File: src/rtl/busca_instrucao.sv
// ============================================================================
// busca_instrucao : instruction fetch between PC, instruction memory and decode
// Rev 1.0 : initial release
// ============================================================================
`default_nettype none

module busca_instrucao #(
  parameter int LARG_END   = 16,
  parameter int LARG_INSTR = 16
) (
  input  logic                  clock,
  input  logic                  reset,
  input  logic [LARG_END-1:0]   endAtual,
  output logic                  stall,
  input  logic                  flush,
  output logic                  mem_req,
  output logic [LARG_END-1:0]   mem_end,
  input  logic                  mem_ack,
  input  logic [LARG_INSTR-1:0] mem_dado,
  output logic [LARG_INSTR-1:0] instr,
  output logic [LARG_END-1:0]   instr_end,
  output logic                  instr_valido,
  input  logic                  dec_pronto
);

  typedef enum logic [1:0] {
    INICIO   = 2'd0,
    PEDIDO   = 2'd1,
    RETIDO   = 2'd2,
    DESCARTA = 2'd3
  } estado_t;

  estado_t               estado_q;
  logic                  mem_req_q;
  logic [LARG_END-1:0]   mem_end_q;
  logic [LARG_INSTR-1:0] instr_q;
  logic [LARG_END-1:0]   instr_end_q;
  logic                  instr_valido_q;
  logic [LARG_INSTR-1:0] buffer_q;
  logic                  slot_livre;

  assign slot_livre   = !instr_valido_q || dec_pronto;
  assign mem_req      = mem_req_q;
  assign mem_end      = mem_end_q;
  assign instr        = instr_q;
  assign instr_end    = instr_end_q;
  assign instr_valido = instr_valido_q;

  // The PC may only advance when a fetched word has a home (or on redirect).
  always_comb begin
    stall = 1'b1;
    if (reset) begin
      stall = 1'b1;
    end else if (flush) begin
      stall = 1'b0;
    end else begin
      case (estado_q)
        PEDIDO:  stall = !(mem_ack && slot_livre);
        RETIDO:  stall = !dec_pronto;
        default: stall = 1'b1;
      endcase
    end
  end

  always_ff @(posedge clock) begin
    if (reset) begin
      estado_q       <= INICIO;
      mem_req_q      <= 1'b0;
      mem_end_q      <= '0;
      instr_q        <= '0;
      instr_end_q    <= '0;
      instr_valido_q <= 1'b0;
      buffer_q       <= '0;
    end else begin
      if (dec_pronto) begin
        instr_valido_q <= 1'b0;
      end
      if (flush) begin
        instr_valido_q <= 1'b0;
        // An outstanding request must still be retired before a new one issues.
        case (estado_q)
          PEDIDO, DESCARTA: begin
            if (mem_ack) begin
              estado_q  <= INICIO;
              mem_req_q <= 1'b0;
            end else begin
              estado_q  <= DESCARTA;
            end
          end
          default: begin
            estado_q  <= INICIO;
            mem_req_q <= 1'b0;
          end
        endcase
      end else begin
        case (estado_q)
          INICIO: begin
            mem_end_q <= endAtual;
            mem_req_q <= 1'b1;
            estado_q  <= PEDIDO;
          end
          PEDIDO: begin
            if (mem_ack) begin
              mem_req_q <= 1'b0;
              if (slot_livre) begin
                instr_q        <= mem_dado;
                instr_end_q    <= mem_end_q;
                instr_valido_q <= 1'b1;
                estado_q       <= INICIO;
              end else begin
                buffer_q <= mem_dado;
                estado_q <= RETIDO;
              end
            end
          end
          RETIDO: begin
            if (dec_pronto) begin
              instr_q        <= buffer_q;
              instr_end_q    <= mem_end_q;
              instr_valido_q <= 1'b1;
              estado_q       <= INICIO;
            end
          end
          DESCARTA: begin
            if (mem_ack) begin
              mem_req_q <= 1'b0;
              estado_q  <= INICIO;
            end
          end
        endcase
      end
    end
  end

endmodule

`default_nettype wire

File: config.mk
export PLATFORM = sky130hd
export DESIGN_NAME = busca_instrucao
export DESIGN_NICKNAME = d
export VERILOG_FILES = /design/src/rtl/busca_instrucao.sv
export SDC_FILE = /design/constraint.sdc
export NUM_CORES = 1
export LEC_CHECK = 0
export CAP_MARGIN = 15
export CORE_AREA = 3 3 82 92
export DETAILED_ROUTE_END_ITERATION = 10
export DIE_AREA = 0 0 85 95
export PLACE_DENSITY = 0.8
export SLEW_MARGIN = 20
export SYNTH_ARGS = -nofsm -noshare
export SYNTH_HDL_FRONTEND = slang
export SYNTH_SLANG_ARGS = --single-unit
export TNS_END_PERCENT = 1
File: constraint.sdc
create_clock -name clock -period 2.45 [get_ports clock]
set_input_delay 0.3675 -clock clock [delete_from_list [all_inputs] [get_ports clock]]
set_output_delay 0.3675 -clock clock [all_outputs]
set_load 0.05 [all_outputs]
* After elaboration in Yosys (flattened, before gate mapping)
Index checks and enable logic that the tools add are counted.
** Word-level totals
- Register bits after elaboration :: 68
- Input port bits :: 37
- Word-level logic and storage cells :: 60
** Cells by class
- Eq/ne operators :: 9
- Muxes and demuxes :: 28
- Bitwise logic cells :: 2
- Reduce and logical (&&, ||, !) cells :: 14
** Operator list (number)
- two-way mux 16 bit :: 6
- case mux 16 bit (2 select lines) :: 2
- two-way mux 2 bit :: 7
- two-way mux 1 bit :: 9
- != test 3 bit (second input constant) :: 3
- case mux 2 bit (4 select lines) :: 1
- != test 2 bit (second input constant) :: 3
- case mux 1 bit (2 select lines) :: 3
- AND reduction 5 bit :: 1
- == test 2 bit (second input constant) :: 2
- AND reduction 4 bit :: 1
- OR reduction 2 bit :: 2
- zero test 1 bit :: 3
- AND reduction 3 bit :: 1
- nonzero test 3 bit :: 1
- == test 2 x 1 -> 1 bit (second input constant) :: 1
- zero test 2 bit :: 1
- NOT 1 bit :: 2
- AND reduction 2 bit :: 1
- nonzero test 2 bit :: 1
- logical AND 1 bit :: 1
- logical OR 1 bit :: 1

* Logic depth before layout (Yosys ltp)
- Word-level depth :: 7
- Depth in mapped cells :: 8
- Mapped depth without buffers :: 5

* Worst setup path before layout
Ideal clock, no wire load.
- Kind :: register to output
- Start point :: register estado_q[0]
- End point :: output port stall
- Arrival time :: 1688 ps
- Path slack :: 394 ps
- Stages on the path, launching flop included :: 8
- Path through :: dfxtp_1 > inv_1 > ha_1 > buf_4 > buf_2 > a21oi_1 > o221ai_1 > a21o_1
** On the way
- Longest elaborated chain between the ends :: 4
** Ends and longest elaborated chain
- start: declaration :: line 33 : estado_t estado_q;
- start signal: assignment :: line 67 : estado_q <= INICIO;
- start signal: assignment :: line 84 : estado_q <= INICIO;
- start signal: assignment :: line 87 : estado_q <= DESCARTA;
- == test 2 bit / == test 2 x 1 -> 1 bit (equally long branches) :: line 57 : case (estado_q)
- case mux 1 bit (2 select lines) (*) :: line 57
- two-way mux 1 bit (*) :: line 54 : end else if (flush) begin
- two-way mux 1 bit (*) :: line 52 : if (reset) begin
- end: declaration :: line 14 : output logic stall,
Mark *: on every way between the ends. The rest lies on a longest branch, timed or not.

* Worst setup path in the final report
Same ends and word-level chain as after synthesis.

==> results_dict.tcl <==
set metrics [dict create \
    diodes 0 \
    crit_chain "inv_1 > ha_1 > a21oi_1 > o221ai_1 > a21o_1 > buf_4" \
    area_growth_pct 34.7 \
    crit_fanout 8 \
    critPathKind "flip-flop to primary output" \
    ioPinCount 88 \
    clk-insertion-delay-late_ns 0.33 \
    synth_area_um2 3170 \
    synth_cells 344 \
    die_h_um 95 \
    cts_resized 0 \
    ctsHoldBuffers 0 \
    drt.antenna.violating_nets 0 \
    synth_seq_cells 68 \
    routed_wl_mm 7.31 \
    setup_slack_ns 0.230 \
    clock-sinks 68 \
    port_buffers 87 \
    grt-ovfl-total 0 \
    worstPathRequired_ns 2.08 \
    postCtsSetupRepairBufs 0 \
    crit_arrival_ns 1.85 \
    status "completed" \
    nFillCells 547 \
    antenna_found_initial 0 \
    placed_cell_area_um2 4070 \
    cpLargestDelayFamily "compound AO/OA/AOI/OAI gates" \
    grt_max_degree 60 \
    holdCritPathClass "primary input to flip-flop" \
    synthDistinctLibCells 36 \
    fin_nets 465 \
    die_area_um2 8080 \
    vdd_drop_max_mv 0.367 \
    maxSlewHeadroom 0.567 \
    yosys_warnings 0 \
    setup_tns_ns 0 \
    final_util 0.643 \
    vias 2666 \
    drc 0 \
    pre_cts_ws_ns 0.398 \
    slew_violations 0 \
    cp-start-kind "flip-flop" \
    synth.avg_cell_area_um2 9.21 \
    dp_hpwl_mm 5.03 \
    regArea_um2 1360 \
    critPathBufInv 2 \
    htree_num_levels 3 \
    slowest_stage "dfxtp_1" \
    drive_gt1_frac 0.112 \
    fmax_mhz 450 \
    syn_nets 386 \
    final_area_um2 4270 \
    grt_pass1_vias 2445 \
    grt_use_total 0.181 \
    critPathCaptureType "primary output" \
    power_density_nw_per_um2 593 \
    setup_violations 0 \
    fin_crit_sh 0.906 \
    tritoncts "yes" \
    grt_pass1_wl_mm 11.7 \
    synth-edff-count 0 \
    path_clk_slew_ns 0.07 \
    cts_buffers 9 \
    detail_route.wl_per_cell_um 14.3 \
    p_leak_nw 1.54 \
    multi_input_area_um2 1640 \
    synth_ff_type "dfxtp_1" \
    rows 31 \
    hold_slack_ns 0.395 \
    seq_area_frac_synth 0.430 \
    synthArstFlopShare 0 \
    clock_skew_ns 0.00602 \
    cpPeakStageDelay_ns 0.40 \
    start_util 0.478 \
    rsz0062_at_grt "false" \
    root_buffer "clkbuf_8" \
    max_cap_violations 0 \
    viasPerCell 5.23 \
    core_um2 6630 \
    gp_congestion 0.775 \
    drt_iter0_markers 83 \
    hold_viol_final 0 \
    die_x_um 85 \
    tightest_slew_ns 0.649 \
    drt-pass1-iter-count 5 \
    cts_max_path_buffers 2 \
    period_minus_slack_ns 2.22 \
]
==> cell usage in the layout (no fill, tap or decap), drive strengths merged, types with 2 or more instances in the layout <==
cell,n
nand3,17
nand2b,35
clkdlybuf4s50,85
or3,2
clkbuf,12
clkinv,3
mux2,17
a21oi,35
nand2,34
ha,5
o21ai,16
nor2b,17
nor2,17
mux2i,33
a211o,2
buf,11
dfxtp,68
inv,4
==> path summary, 6_finish.rpt <==
kind	slack [ns]	end	startpoint	cells past startpoint
setup / recovery	0.23	stall	estado_q[0]	6
hold / removal	0.39	buffer_q[14]	reset	2
setup reg to reg	0.44	instr[1]	estado_q[1]	5
hold reg to reg	0.47	instr_end[2]	instr_end[2]	2
==> sequential cells by signal (all words and copies together) (netlist names) <==
signal / flops
mem_req: 1
instr: 16
instr_valido: 1
mem_end: 16
estado_q: 2
buffer_q: 16
instr_end: 16
==> logic make-up (layout without fill, tap and decap cells) <==
family / count (synthesis) / count (layout) / share of synthesized area
DFF: 68 / 68 / 0.430
AOI/OAI and AO/OA: 63 / 63 / 0.115
adders and majority gates: 5 / 5 / 0.0197
muxes: 50 / 50 / 0.176
and+or+nand+nor: 125 / 125 / 0.204
buffers and inverters: 33 / 117 / 0.0553
==> synth_stat cells (7+ instances only) <==
library cell  count  area [um2]
nor2b_1          17         106
a21oi_1          35         175
mux2_4           10         150
clkbuf_1         14        52.6
o21ai_0          16        80.1
nor2_1           17        63.8
mux2_2            7        78.8
mux2i_1          33         330
nand2b_1         35         219
dfxtp_1          68        1360
nand2_1          34         128
nand3_1          17        85.1
==> stage by stage <==
| step | cells | total power [W] |
|---|---|---|
| 2_1_floorplan | 344 | 0.00146 |
| 6_report | 510 | 0.00253 |
| 4_1_cts | 510 | 0.00255 |
| 3_3_place_gp | 494 | 0.00161 |
| 5_1_grt | 510 | 0.00263 |
| 3_5_place_dp | 494 | 0.00162 |
==> layer usage <==
metal,vias to the layer above,routed length (um),global-route usage
met3,9,504,0.0358
met4,0,80,0.0752
met2,95,3250,0.277
met5,-,0,0
met1,1240,3480,0.249
li1,1322,-,-
==> layout make-up <==
type / instances / area share
tap: 82 / 0.0240
sequential: 68 / 0.319
inverter: 5 / 0.00440
clock inverter: 4 / 0.0111
timing repair buffer: 96 / 0.221
multi-input combinational: 243 / 0.384
clock buffer: 12 / 0.0364
==> where the power goes <==
part,internal (W),switching (W),leakage [nW]
combinational,0.000184,0.000249,0.889
clock,0.000523,0.000417,0.102
sequential,0.00114,0.0000216,0.552
No activity file was read; power rests on OpenSTA's default activity.
==> RTL edit 1 (same settings) <==
The 4 values of `estado_t` get a one-hot encoding in 4 bits.
--- a/src/rtl/busca_instrucao.sv
+++ b/src/rtl/busca_instrucao.sv
@@ -25,7 +25,7 @@
 
-  typedef enum logic [1:0] {
-    INICIO   = 2'd0,
-    PEDIDO   = 2'd1,
-    RETIDO   = 2'd2,
-    DESCARTA = 2'd3
+  typedef enum logic [3:0] {
+    INICIO   = 4'b0001,
+    PEDIDO   = 4'b0010,
+    RETIDO   = 4'b0100,
+    DESCARTA = 4'b1000
   } estado_t;
Function: no difference found for any inputs over 4 cycles, from zero or initial values and one cycle with reset high; so few cycles prove little.
==> RTL edit 1 against the unedited design <==
Register-to-register slack improved by 0.06 ns. Synthesized area fell by 0.55%. Maximum frequency shrank 4.3%. First-iteration DRC count grew 89%. Sequential cell count increased by 2. Combinational power decreased by 31%. Worst setup slack worse by 0.099 ns. Wire length up 7.0%. Total power shrank 5.6%. Clock skew rose by 0.0046 ns. Design area is 0.62% lower. Largest cell class unchanged. Highest routed layer is now met5.
==> RTL edit 1: results (changes against the unedited design) <==
register area share after synthesis=44.5% (was 43.0%); Non-clock buffers=98 (was 96); CTS H-tree depth=3 (unchanged); vias per cell=5.54 (was 5.23); unique cell type count in the Yosys netlist=39 (was 36); largest net degree at the start of global routing=49 (was 60); clock skew=0.0106 ns (was 0.00602 ns); share of cells above drive strength 1=10.2% (was 11.2%); #FFs+latches synth=70 (was 68); first-pass GRT wire length=12.6 mm (was 11.7 mm); YS warnings=0 (unchanged); Reg area=1400 um^2 (was 1360 um^2); final std cells w/o fill=512 (was 510); RR Startpoint=estado_q[2] (was estado_q[1]); Placed Area=4050 um^2 (was 4070 um^2); pre-CTS setup slack=0.110 ns (was 0.398 ns); total CTS buffers=9 (unchanged); switching power=0.643 mW (was 0.687 mW); register share of the cell area=33.1% (was 31.9%); TritonRoute pass-1 iters=4 (was 5); clock-cell share of area=4.42% (was 4.75%); Net Count, Synth=388 (was 386); Synth Area per Inst=8.98 um^2 (was 9.21 um^2); P_comb=0.299 mW (was 0.432 mW); VDD IR max=364 uV (was 367 uV); fraction of area in multi-input gates=37.0% (was 38.4%); LEAKAGE=1.54 nW (about the same); DP HPWL=5.28 mm (was 5.03 mm); Iter 0 DRT Violations=157 (was 83); multi-input gate count=245 (was 243); met3 WL=483 um (was 504 um); CP max stage cell=dfxtp_1 (unchanged); WP data arrival=1.95 ns (was 1.85 ns); largest area contributor in the netlist=dfxtp_1 (unchanged); dpl cells=497 (was 494); GRT Total Usage=19.3% (was 18.1%); fill count=571 (was 547); Hold Crit Class=in2reg (unchanged); Final Wtd Congestion=0.770 (was 0.775); Metal-1 WL=3.61 mm (was 3.48 mm); metal2 WL=3.64 mm (was 3.25 mm); measured slew at the worst slew-check pin=0.646 ns (was 0.649 ns); Syn Std Cell Area=3150 um^2 (was 3170 um^2); Synth area leaders=dfxtp_1 44%, mux2i_1 10%, a21oi_1 6.8% (was dfxtp_1 43%, mux2i_1 10%, nand2b_1 6.9%); CP Max Fanout=17 (was 8); inverters=2 (was 5); Avg WL per Cell=15.3 um (was 14.3 um); top cells by count, synth=70 x dfxtp_1, 43 x a21oi_1, 34 x nand2_1 (was 68 x dfxtp_1, 35 x a21oi_1, 35 x nand2b_1); Critical Path Source Type=flop (unchanged); Port Buf Inserts=87 (unchanged); Worst path top cell family by delay=flip-flops (was compound AO/OA/AOI/OAI gates); Non-Clock Buffer Area Fraction=22.9% (was 22.1%); vias in the first global route=2,652 (was 2,445); status=completed (unchanged); slowest stage delay, CP=0.61 ns (was 0.40 ns); Power Total=2.39 mW (was 2.53 mW); Final nets=463 (was 465); Top Metal Used=met5 (was met4); CTS Buffer Depth=2 (unchanged); number of antenna violations at the first check in global routing=1 (was 0)
## RTL edit 1: path summary, 6_finish.rpt
| path | to | slack, ns | cells after the start |
|---|---|---|---|
| setup / recovery | stall | 0.13 | 4 |
| hold / removal | mem_req | 0.36 | 4 |
| setup reg to reg | instr[10] | 0.50 | 4 |
| hold reg to reg | instr_end[8] | 0.47 | 2 |
## RTL edit 1: per-layer routing
layer  track usage (%)  vias up
met1              24.8     1333
met5                 0        -
li1                  -     1398
met3              4.97       10
met2              31.2       93
met4              7.12        2
## RTL edit 1: kinds of logic (layout without fill, tap and decap cells)
| kind of cell | after synthesis | after routing | synth area share (%) |
|---|---|---|---|
| AO/OA/AOI/OAI | 96 | 96 | 19.8 |
| XOR/XNOR | 1 | 1 | 0.278 |
| buffers and inverters | 36 | 115 | 6.55 |
| flip-flops | 70 | 70 | 44.5 |
| multiplexers | 34 | 34 | 10.8 |
| AND/OR/NAND/NOR | 114 | 114 | 18.1 |
==> RTL edit 2 (same flow settings) <==
Made on the original files. Change the parameter `LARG_INSTR` from 16 to 15.
--- a/src/rtl/busca_instrucao.sv
+++ b/src/rtl/busca_instrucao.sv
@@ -8,3 +8,3 @@
   parameter int LARG_END   = 16,
-  parameter int LARG_INSTR = 16
+  parameter int LARG_INSTR = 15
 ) (
Ports: changed (resized instr and mem_dado); port bits go from 88 to 86. The function was not compared with the original's and may differ.
==> RTL edit 2 against the unedited design <==
Sequential cell count is 2 lower. Design area is 2.5% lower. Wire length rose by 0.27%. Worst setup slack improved by 0.025 ns. Cell count fell by 2.0%. Total power fell by 1.2%. Synthesized area shrank 2.6%. First-iteration DRC count increased by 36%. Largest power group unchanged.
==> RTL edit 2: results (changes against the unedited design) <==
DP HPWL=5.19 mm (was 5.03 mm); Reg2Reg Setup Slack=0.46 ns (was 0.44 ns); first-pass GRT wire length=11.7 mm (about the same); pre-CTS setup slack=0.292 ns (was 0.398 ns); Net Count, Synth=376 (was 386); via count=2,566 (was 2,666); Hold WS=0.389 ns (was 0.395 ns); share of cells above drive strength 1=11.2% (about the same); DRC=0 (unchanged); Synth area leaders=dfxtp_1 43%, mux2i_1 10%, nand2b_1 7.1% (was dfxtp_1 43%, mux2i_1 10%, nand2b_1 6.9%); vias in the first global route=2,472 (was 2,445); fill count=543 (was 547); Final nets=454 (was 465); VDD IR max=335 uV (was 367 uV); clock skew=0.0113 ns (was 0.00602 ns); TritonRoute pass-1 iters=4 (was 5); Avg WL per Cell=14.7 um (was 14.3 um); CP Max Fanout=10 (was 8); slowest stage delay, CP=0.37 ns (was 0.40 ns); Highest Clock Rate=456 MHz (was 450 MHz); LEAKAGE=1.49 nW (was 1.54 nW); status=completed (unchanged); Placed Area=3960 um^2 (was 4070 um^2); GRT Total Usage=18.3% (was 18.1%); unique cell type count in the Yosys netlist=35 (was 36); WP data arrival=1.83 ns (was 1.85 ns); Final Wtd Congestion=0.832 (was 0.775)
==> RTL edit 2: worst paths after layout <==
| path | startpoint | end |
|---|---|---|
| max | estado_q[1] | stall |
| min | reset | buffer_q[14] |
| max reg2reg | estado_q[1] | instr[0] |
| min reg2reg | instr_end[6] | instr_end[6] |
==> RTL edit 2: logic make-up (layout without fill, tap and decap cells) <==
logic type,after synthesis,after routing,share of synthesized area [%]
and+or+nand+nor,124,124,21.0
DFF,66,66,42.8
AOI/OAI and AO/OA,60,60,10.9
muxes,48,48,17.4
buffers and inverters,32,115,5.87
adders and majority gates,5,5,2.03
==> RTL edit 2: per-stage QoR <==
step                      instances  util [%]
final                           500      62.7
after global routing            500      62.7
after CTS                       500      62.7
after detailed placement        484      59.7
after global placement          484      59.7
after floorplan                 335         -
==> RTL edit 2: power groups by stage <==
| stage | clock (mW) | combinational, mW | sequential [mW] |
|---|---|---|---|
| 6_report | 0.936 | 0.437 | 1.13 |
| 5_1_grt | 0.989 | 0.464 | 1.13 |
| 4_1_cts | 0.952 | 0.438 | 1.13 |
| 3_5_place_dp | 0 | 0.437 | 1.15 |
| 3_3_place_gp | 0 | 0.429 | 1.15 |
| 2_1_floorplan | 0 | 0.173 | 1.26 |
==> RTL edit 2: per-layer routing <==
layer / routed length (um) / part of all wire, % / GRT usage [%] / vias to the layer above
met1: 3320 / 45 / 22.6 / 1210
met4: 82 / 1.1 / 6.07 / 0
li1: - / - / - / 1289
met2: 3600 / 49 / 31.3 / 60
met5: 0 / 0 / 0 / -
met3: 322 / 4.4 / 4.01 / 7
==> RTL edit 2: final cells by class <==
class | instances | area share [%]
clock buffers | 11 | 3.64
flip-flops and latches | 66 | 31.7
clock inverters | 5 | 1.26
well taps | 82 | 2.47
repair buffers | 94 | 22.2
multi-input cells | 237 | 38.2
inverters | 5 | 0.451
